### config.mk
export PLATFORM = sky130hd
export DESIGN_NAME = sample_sequencer_flat
export DESIGN_NICKNAME = d
export VERILOG_FILES = /design/src/rtl/sample_sequencer_if.sv /design/src/rtl/sample_sequencer.sv /design/src/flat_wrapper.sv
export SDC_FILE = /design/constraint.sdc
export NUM_CORES = 1
export LEC_CHECK = 0
export ABC_CLOCK_PERIOD_IN_PS = 4900
export CORE_AREA = 2 2 280 282
export DETAILED_ROUTE_END_ITERATION = 7
export DIE_AREA = 0 0 282 284
export DONT_BUFFER_PORTS = 1
export SLEW_MARGIN = 20
export SYNTH_ARGS = -nofsm -noshare
export SYNTH_HDL_FRONTEND = slang
export SYNTH_SLANG_ARGS = --single-unit
### constraint.sdc
create_clock -name clk -period 4.9 [get_ports clk]
set_clock_uncertainty 0.2 [all_clocks]
set_input_delay 0.245 -clock clk [delete_from_list [all_inputs] [get_ports clk]]
set_output_delay 0.245 -clock clk [all_outputs]
set_load 0.01 [all_outputs]
### src/rtl/sample_sequencer_if.sv
// Triangle/box hand-off from the bounding-box stage and sample stream to sampletest.
// The master drives the R14 side; the slave (sequencer) drives the R15 side and halt.
interface sample_sequencer_if #(
  parameter int SIGFIG = 24,
  parameter int VERTS  = 3,
  parameter int AXIS   = 3,
  parameter int COLORS = 3
);
  logic signed [SIGFIG-1:0] tri_R14S    [VERTS][AXIS];
  logic        [SIGFIG-1:0] color_R14U  [COLORS];
  logic signed [SIGFIG-1:0] box_R14S    [2][2];
  logic                     validTri_R14H;
  logic        [3:0]        subSample_RnnnnU;

  logic                     halt_RnnnnH;
  logic signed [SIGFIG-1:0] tri_R15S    [VERTS][AXIS];
  logic        [SIGFIG-1:0] color_R15U  [COLORS];
  logic signed [SIGFIG-1:0] sample_R15S [2];
  logic                     validSamp_R15H;

  modport master (
    output tri_R14S, color_R14U, box_R14S, validTri_R14H, subSample_RnnnnU,
    input  halt_RnnnnH, tri_R15S, color_R15U, sample_R15S, validSamp_R15H
  );

  modport slave (
    input  tri_R14S, color_R14U, box_R14S, validTri_R14H, subSample_RnnnnU,
    output halt_RnnnnH, tri_R15S, color_R15U, sample_R15S, validSamp_R15H
  );
endinterface

### src/rtl/sample_sequencer.sv
// Walks every sample of a triangle's bounding box in row-major order, one per clock,
// at the MSAA sample spacing; stalls upstream while a box is being walked.
module sample_sequencer #(
  parameter int SIGFIG = 24,
  parameter int RADIX  = 10,
  parameter int VERTS  = 3,
  parameter int AXIS   = 3,
  parameter int COLORS = 3
) (
  input  logic              clk,
  input  logic              rst,
  sample_sequencer_if.slave bus
);
  typedef enum logic {WAIT_STATE = 1'b0, TEST_STATE = 1'b1} state_t;

  localparam logic signed [SIGFIG-1:0] STEP_1SPP  = SIGFIG'(1 << RADIX);
  localparam logic signed [SIGFIG-1:0] STEP_4SPP  = SIGFIG'(1 << (RADIX - 1));
  localparam logic signed [SIGFIG-1:0] STEP_16SPP = SIGFIG'(1 << (RADIX - 2));
  localparam logic signed [SIGFIG-1:0] STEP_64SPP = SIGFIG'(1 << (RADIX - 3));

  state_t                   state;
  logic signed [SIGFIG-1:0] ll_x, ll_y, ur_x, ur_y;
  logic signed [SIGFIG-1:0] step;
  logic signed [SIGFIG-1:0] samp_x, samp_y;
  logic                     box_inv;

  logic signed [SIGFIG-1:0] step_sel;
  logic signed [SIGFIG-1:0] x_next, y_next;
  logic                     x_end, y_end;

  always_comb begin
    case (bus.subSample_RnnnnU)
      4'b1000: step_sel = STEP_1SPP;
      4'b0100: step_sel = STEP_4SPP;
      4'b0010: step_sel = STEP_16SPP;
      4'b0001: step_sel = STEP_64SPP;
      default: step_sel = STEP_1SPP;
    endcase
  end

  always_comb begin
    x_next = samp_x + step;
    y_next = samp_y + step;
    x_end  = (x_next > ur_x);
    y_end  = (y_next > ur_y);
  end

  assign bus.halt_RnnnnH    = (state == TEST_STATE);
  assign bus.sample_R15S[0] = samp_x;
  assign bus.sample_R15S[1] = samp_y;

  always_ff @(posedge clk) begin
    if (rst) begin
      state              <= WAIT_STATE;
      bus.validSamp_R15H <= 1'b0;
      samp_x             <= '0;
      samp_y             <= '0;
      ll_x               <= '0;
      ll_y               <= '0;
      ur_x               <= '0;
      ur_y               <= '0;
      step               <= '0;
      box_inv            <= 1'b0;
      for (int v = 0; v < VERTS; v++)
        for (int a = 0; a < AXIS; a++)
          bus.tri_R15S[v][a] <= '0;
      for (int c = 0; c < COLORS; c++)
        bus.color_R15U[c] <= '0;
    end else begin
      case (state)
        WAIT_STATE: begin
          if (bus.validTri_R14H) begin
            for (int v = 0; v < VERTS; v++)
              for (int a = 0; a < AXIS; a++)
                bus.tri_R15S[v][a] <= bus.tri_R14S[v][a];
            for (int c = 0; c < COLORS; c++)
              bus.color_R15U[c] <= bus.color_R14U[c];
            ll_x               <= bus.box_R14S[0][0];
            ll_y               <= bus.box_R14S[0][1];
            ur_x               <= bus.box_R14S[1][0];
            ur_y               <= bus.box_R14S[1][1];
            // An inverted box on either axis yields only its LL sample.
            box_inv            <= (bus.box_R14S[1][0] < bus.box_R14S[0][0]) ||
                                  (bus.box_R14S[1][1] < bus.box_R14S[0][1]);
            step               <= step_sel;
            samp_x             <= bus.box_R14S[0][0];
            samp_y             <= bus.box_R14S[0][1];
            bus.validSamp_R15H <= 1'b1;
            state              <= TEST_STATE;
          end else begin
            bus.validSamp_R15H <= 1'b0;
          end
        end
        TEST_STATE: begin
          if (!x_end && !box_inv) begin
            samp_x             <= x_next;
            bus.validSamp_R15H <= 1'b1;
          end else if (!y_end && !box_inv) begin
            samp_x             <= ll_x;
            samp_y             <= y_next;
            bus.validSamp_R15H <= 1'b1;
          end else begin
            bus.validSamp_R15H <= 1'b0;
            state              <= WAIT_STATE;
          end
        end
        default: state <= WAIT_STATE;
      endcase
    end
  end
endmodule

### src/flat_wrapper.sv
// flat-port wrapper written by rule: the top's interface ports become plain ports
module sample_sequencer_flat 
#(
  parameter int SIGFIG = 24,
  parameter int RADIX  = 10,
  parameter int VERTS  = 3,
  parameter int AXIS   = 3,
  parameter int COLORS = 3
)
  (clk, rst, bus_tri_R14S, bus_color_R14U, bus_box_R14S, bus_validTri_R14H, bus_subSample_RnnnnU, bus_halt_RnnnnH, bus_tri_R15S, bus_color_R15U, bus_sample_R15S, bus_validSamp_R15H);
  sample_sequencer_if #(.SIGFIG(SIGFIG), .VERTS(VERTS), .AXIS(AXIS), .COLORS(COLORS)) bus_i ();
  input  logic clk;
  input  logic rst;
  input wire logic [$bits(bus_i.tri_R14S)-1:0] bus_tri_R14S;
  input wire logic [$bits(bus_i.color_R14U)-1:0] bus_color_R14U;
  input wire logic [$bits(bus_i.box_R14S)-1:0] bus_box_R14S;
  input wire logic [$bits(bus_i.validTri_R14H)-1:0] bus_validTri_R14H;
  input wire logic [$bits(bus_i.subSample_RnnnnU)-1:0] bus_subSample_RnnnnU;
  output wire logic [$bits(bus_i.halt_RnnnnH)-1:0] bus_halt_RnnnnH;
  output wire logic [$bits(bus_i.tri_R15S)-1:0] bus_tri_R15S;
  output wire logic [$bits(bus_i.color_R15U)-1:0] bus_color_R15U;
  output wire logic [$bits(bus_i.sample_R15S)-1:0] bus_sample_R15S;
  output wire logic [$bits(bus_i.validSamp_R15H)-1:0] bus_validSamp_R15H;
  assign bus_i.tri_R14S = {>>{bus_tri_R14S}};
  assign bus_i.color_R14U = {>>{bus_color_R14U}};
  assign bus_i.box_R14S = {>>{bus_box_R14S}};
  assign bus_i.validTri_R14H = bus_validTri_R14H;
  assign bus_i.subSample_RnnnnU = bus_subSample_RnnnnU;
  assign bus_halt_RnnnnH = bus_i.halt_RnnnnH;
  assign bus_tri_R15S = {>>{bus_i.tri_R15S}};
  assign bus_color_R15U = {>>{bus_i.color_R15U}};
  assign bus_sample_R15S = {>>{bus_i.sample_R15S}};
  assign bus_validSamp_R15H = bus_i.validSamp_R15H;
  sample_sequencer #(.SIGFIG(SIGFIG), .RADIX(RADIX), .VERTS(VERTS), .AXIS(AXIS), .COLORS(COLORS)) u_core (.clk(clk), .rst(rst), .bus(bus_i));
endmodule
==> results of run 1 <==
[power by group through the flow]
stage	sequential [mW]	combinational [mW]	clock, mW
floorplan	4.46	2.31	0
global placement	4.73	2.99	0
detailed placement	4.73	3.03	0
CTS	4.66	3.53	3.70
global route	4.72	3.99	3.83
finish	4.67	3.59	3.63
[cells by family (layout without fill, tap and decap cells)]
family	Yosys count	count (layout)
xor gates and xnor gates	31	31
buffers and inverters	259	728
and+or+nand+nor	930	930
DFF	414	414
adders and majority gates	104	104
AOI/OAI and AO/OA	529	529
other	0	10
muxes	39	39
[through the flow]
step	TNS, ps	power, mW	setup slack (ps)
floorplan	0	6.77	586
global placement	0	7.71	215
detailed placement	0	7.76	102
CTS	0	11.9	66.8
global route	-152	12.5	-69.4
finish	0	11.9	164
[cells in the mapped netlist (2+ instances only)]
cell / n / area share
o2111ai_1: 2 / 0.00098
o21ai_0: 28 / 0.0078
o22ai_1: 2 / 0.00070
a32oi_1: 3 / 0.0015
buf_1: 2 / 0.00042
ha_1: 102 / 0.071
buf_6: 2 / 0.0013
a2bb2oi_1: 6 / 0.0029
o31ai_1: 3 / 0.0013
nand4_1: 15 / 0.0052
inv_1: 111 / 0.023
nor3_1: 10 / 0.0028
a32o_1: 2 / 0.0011
nand3_1: 11 / 0.0031
and2_1: 11 / 0.0038
a21o_1: 17 / 0.0071
clkbuf_1: 134 / 0.028
nand3b_1: 2 / 0.00084
mux2i_1: 38 / 0.021
nor4_1: 4 / 0.0014
a21boi_0: 3 / 0.0013
nor2b_1: 10 / 0.0035
a2111oi_0: 4 / 0.0020
nand2b_1: 9 / 0.0031
o221ai_1: 3 / 0.0015
buf_4: 2 / 0.00084
a211oi_1: 22 / 0.0092
o21a_1: 3 / 0.0013
dfxtp_1: 414 / 0.46
a211o_1: 2 / 0.00098
xnor2_1: 20 / 0.0098
buf_2: 7 / 0.0020
nor2_1: 58 / 0.012
xor2_1: 11 / 0.0054
and3_1: 2 / 0.00070
a31oi_1: 6 / 0.0021
fa_1: 2 / 0.0022
o211ai_1: 7 / 0.0029
nand2_1: 788 / 0.17
a21oi_1: 408 / 0.11
[worst max-delay path: cells and delay by family (launching register included)]
family,cells,cell delay (ps)
xor gates and xnor gates,1,150
AOI/OAI and AO/OA,7,1220
and+or+nand+nor,6,1590
buffers and inverters,1,200
DFF,1,440
adders and majority gates,3,770
[worst paths after layout]
kind	start	to	slack, ps
min reg2reg	u_core.ur_y[2]	u_core.ur_y[2]	260
min	rst	u_core.samp_x[21]	7
max	u_core.step[7]	u_core.samp_y[17]	160
max reg2reg	u_core.step[7]	u_core.samp_y[17]	160
[per-layer routing]
metal	up-vias	wire (um)
li1	8468	-
met3	193	7240
met1	8222	27800
met2	752	34000
met5	-	79
met4	12	3540
[sequential cells by signal, indices dropped and copies added, names as in the netlist]
signal                     cells
u_core.samp_y                 24
u_core.step                    4
u_core.ur_x                   24
u_core.bus.validSamp_R15H      1
u_core.bus.color_R15U         72
u_core.samp_x                 24
u_core.bus.tri_R15S          216
u_core.ll_x                   24
u_core.box_inv                 1
u_core.ur_y                   24
[layout make-up]
| cell class | count | area share |
|---|---|---|
| clock inverter | 13 | 0.00532 |
| inverter | 111 | 0.0163 |
| timing repair buffer | 529 | 0.208 |
| sequential | 414 | 0.323 |
| antenna | 10 | 0.000976 |
| tap | 1040 | 0.0508 |
| clock buffer | 75 | 0.0567 |
| multi-input combinational | 1633 | 0.338 |
[timing repair]
action                                 CTS  global route
hold buffers                           497             5
setup endpoints to repair                0            42
endpoints found under the hold margin  414            10
buffers inserted                         0             0
resized for setup                        0             6
[layout by cell type (no fill, tap or decap), types with 3 or more instances in the layout]
master,instances
o211ai_1,7
a21o_1,17
nor3_1,9
diode_2,10
a31oi_1,4
a21boi_0,3
nand3_1,11
nand2_1,788
a32oi_1,3
a2bb2oi_1,6
a2111oi_0,4
a211oi_1,22
and2_1,11
clkbuf_8,15
mux2i_1,38
inv_1,111
o221ai_1,3
o21ai_0,28
dfxtp_1,413
dlygate4sd3_1,501
nor2b_1,9
clkbuf_16,48
nand2b_1,8
a21oi_1,408
buf_12,6
xor2_1,11
o31ai_1,3
clkbuf_1,12
xnor2_1,20
buf_4,20
o21a_1,3
clkinv_2,7
nand4_1,15
nor2_1,58
ha_1,102
==> results.cfg, run 1 <==
[outcome]
status = completed

[synth]
synth_compound_area_frac = 0.162
yosys.area_share.simple = 0.208
synth_edf_count = 0
muxShareOfSynthArea = 0.0219
ys_ff_latch = 414
ys_seq_area_frac = 0.463
synth_top_family_by_area = simple AND/OR/NAND/NOR gates
synthesis.nets = 2801
yosysWarnings = 0
syn_avg_cell_area_sq_um = 7.77
synthFlopType = dfxtp_1
yosysUniqueCellTypes = 60
synth_cells = 2306
synth_xor_area_frac = 0.0152
synth-adder-area-share = 0.0735
synth_area_sq_um = 17900
ys_async_sr_fraction = 0

[global_route]
top_usage_layer = met2
grt_use_met3 = 0.0643
grt_pass1_wl_um = 106000
antenna_found_initial = 13
grt_max_degree = 262
met1_usage = 0.192
use_met2 = 0.283
gr-usage-all-layers = 0.171
grt_pass1_vias = 18000
overflow = 0

[routing]
vias_per_cell = 4.61
dr.pass1.iters = 6
wl_per_cell_um = 19.0
drtIter0Drc = 1118
wl_um = 72700
drc = 0
antenna_left = 0
vias = 17600

[sta]
rsz0062_at_grt = true
fmax_mhz = 211
worst_pin_slew_ps = 1130
maxSlewHeadroom = 0.227
post-route-min-period_ps = 4740
finalHoldViolCount = 0
timing.final.crit_share = 0.966
setup_viol = 0
hold_slack_ps = 7.29
maxSlewViolCount = 0

[cts]
cts-buffers-inserted = 47
root_buffer = clkbuf_16
worstSkewPairLatency_ps = 590
clock-sinks = 414
htreeDepth = 2
cts_buffer_depth = 3
path_clk_slew_ps = 60
cts_tree = built

[flow_run]
maxCapViolCount = 0

[pwr]
seqPwrFrac = 0.392
pwr_density_cell_nw_per_um2 = 464
power.switching_mw = 4.34
pwr-share-clk = 0.305
p_leak_nw = 10.4
internal_power_mw = 7.55
pwr-share-comb = 0.302
peakVddDrop_mv = 0.295
switching_share = 0.365

[floorplan]
fp.dieW_um = 282
ioPinCount = 729
rows = 102
initial_core_util = 0.233
dieArea_sq_um = 80100
core_sq_um = 77000
die_h_um = 284

[final_layout]
regArea_sq_um = 8290
multi_input_area_sq_um = 8670
fillers = 7834
fin_area_sq_um = 25600
drive_gt1_frac = 0.0440
area_growth_pct = 43.1
post-route-util = 0.333
fin_cells = 3825
nets = 3231

[place]
place_congestion = 0.875
dp_hpwl_um = 47300
placed_cells = 3224
placed_cell_area_sq_um = 18900
io_buffers = 0

[worst_setup_path]
critPathSlowestCell = or4_4
r2r_cells = 18
required_ps = 5150
crit_fanout = 24
end_kind = flop
critPathArrivalTime_ps = 4990
critPathLaunchType = flop
worst-setup-path-type = flop to flop
critPathMaxStageDelay_ps = 560
worstPathCellList = ha_1 -> fa_1 -> a21o_1 -> a21oi_1 -> or4_4 -> nor4_2 -> xor2_1 -> ha_1 -> nand4_1 -> nor4_2 -> and4_1 -> o31ai_1 -> a211oi_1 -> a31oi_2 -> a21oi_4 -> buf_12 -> nand2_1 -> a32o_1

[min_path]
hold_path_class = input pin to flop
hold_depth = 2
(Power assumes the default switching activity.)
==> inputs of run 2 (changes only) <==
- CELL_PAD_IN_SITES_DETAIL_PLACEMENT: default -> 1
- CELL_PAD_IN_SITES_GLOBAL_PLACEMENT: default -> 1
- CORE_AREA: 2 2 280 282 -> 2 2 283 285
- DIE_AREA: 0 0 282 284 -> 0 0 285 287
- PLACE_DENSITY_LB_ADDON: default -> 0.1
==> results.cfg, run 2 (synthesized netlist as in run 1, its figures left out) <==
[pwr]
switching_share = 0.368
power.switching_mw = 4.50
pwr_density_cell_nw_per_um2 = 468
p_leak_nw = 10.7
peakVddDrop_mv = 0.248
pwr-share-comb = 0.303
internal_power_mw = 7.74
seqPwrFrac = 0.381
pwr-share-clk = 0.316

[flow_run]
maxCapViolCount = 0

[worst_setup_path]
end_kind = flop
crit_fanout = 23
critPathArrivalTime_ps = 4880
worst-setup-path-type = flop to flop
r2r_end = u_core.samp_y[17]
rrSetupSlack_ps = 310
r2r_cells = 21
r2r_start = u_core.step[7]
critPathLaunch = u_core.step[7]
critPathLaunchType = flop
required_ps = 5190

[cts]
cts_tree = built
root_buffer = clkbuf_16
cts-buffers-inserted = 52
htreeDepth = 2
cts_buffer_depth = 3
path_clk_slew_ps = 60
worstSkewPairLatency_ps = 600
clock-sinks = 414

[min_path]
hold_start = bus_validTri_R14H
min_to = u_core.ur_x[23]
hold_depth = 3
hold_path_class = input pin to flop

[global_route]
grt_max_degree = 260
antenna_found_initial = 9
grt_pass1_vias = 19300
gr-usage-all-layers = 0.193
grt_pass1_wl_um = 122000
overflow = 0

[place]
dp_slack_ps = 97.2
place_congestion = 0.777
placed_cells = 3242
placed_cell_area_sq_um = 19000
io_buffers = 0
dp_hpwl_um = 55400

[final_layout]
drive_gt1_frac = 0.0492
largest_register_ffs = 216
layout_common_cells = nand2_1 (788), dlygate4sd3_1 (534), dfxtp_1 (413), a21oi_1 (407), inv_1 (111)
regArea_sq_um = 8290
fillers = 9271
largest-register = u_core.bus.tri_R15S
post-route-util = 0.333
fin_cells = 3881
fin_area_sq_um = 26200
multi_input_area_sq_um = 8660
nets = 3280
top_regs = u_core.bus.tri_R15S x216, u_core.bus.color_R15U x72
area_growth_pct = 46.1
final_common_cell = nand2_1

[routing]
vias = 17700
drtIter0Drc = 515
drc = 0
antenna_left = 0
vias_per_cell = 4.55
wl_um = 81900
dr.pass1.iters = 5
wl_per_cell_um = 21.1

[floorplan]
die_h_um = 287
ioPinCount = 729
dieArea_sq_um = 81800
rows = 103
fp.dieW_um = 285
core_sq_um = 78600
initial_core_util = 0.228

[sta]
fin_ws_ps = 315
finalHoldViolCount = 0
finalSetupTns_ps = 0
worst_pin_slew_ps = 919
maxSlewHeadroom = 0.388
post-route-min-period_ps = 4590
maxSlewViolCount = 0
timing.final.crit_share = 0.936
setup_viol = 0
fmax_mhz = 218

[outcome]
status = completed
==> run 2: worst max-delay path, stage by stage (launching register included) <==
cell      delay (ps)
dfxtp_1          310
buf_4            140
ha_1             200
fa_1             410
a21o_1           200
a21oi_1          190
nand3b_1         180
buf_4            160
nor2_1            50
xor2_1           150
ha_1             310
nand2_1           90
nor4_4           310
buf_4            170
nand2_1           50
o21bai_1         150
a31oi_1          290
nor2_1           170
a21oi_4          210
buf_12           200
nand2_1           70
a32o_1           250
==> run 2: worst max-delay path by stage <==
stage	to	slack, ps	cells past startpoint
global route	u_core.samp_x[1]	-40	19
global placement	u_core.samp_y[17]	200	19
floorplan	u_core.samp_x[1]	590	20
finish	u_core.samp_y[17]	310	21
CTS	u_core.samp_x[4]	50	18
detailed placement	u_core.samp_y[17]	100	19
==> run 2: layout make-up <==
cell class                      count  area share
Multi-Input combinational cell   1633       0.331
Sequential cell                   414       0.317
Timing Repair Buffer              573       0.221
Clock buffer                       73      0.0578
Tap cell                         1050      0.0502
Inverter                          111      0.0159
Clock inverter                     20     0.00655
Antenna cell                        7    0.000669
==> run 2: repair_timing <==
action	CTS	global route
setup buffers	0	3
endpoints found under the hold margin	414	21
hold buffers	534	1
endpoints found under the setup margin	0	41
gates resized for setup	0	6
==> run 2: through the flow <==
step,hold slack (ps),power (mW)
3_3_place_gp,151,7.89
5_1_grt,67.1,13.1
6_report,47.8,12.2
2_1_floorplan,181,6.77
4_1_cts,24.9,12.5
3_5_place_dp,156,7.97
==> run 2: power groups by stage <==
stage          registers (mW)  logic, mW  clock network [mW]
2_1_floorplan            4.46       2.31                   0
3_3_place_gp             4.75       3.14                   0
3_5_place_dp             4.76       3.22                   0
4_1_cts                  4.68       3.76                4.01
5_1_grt                  4.73       4.18                4.15
6_report                 4.66       3.71                3.87
==> run 2: routing by layer <==
layer,GRT usage,vias to the layer above,share of wire
li1,-,8548,-
met1,0.214,8520,0.38
met2,0.348,454,0.51
met3,0.0594,141,0.074
met4,0.0666,2,0.034
met5,0,-,0.00022
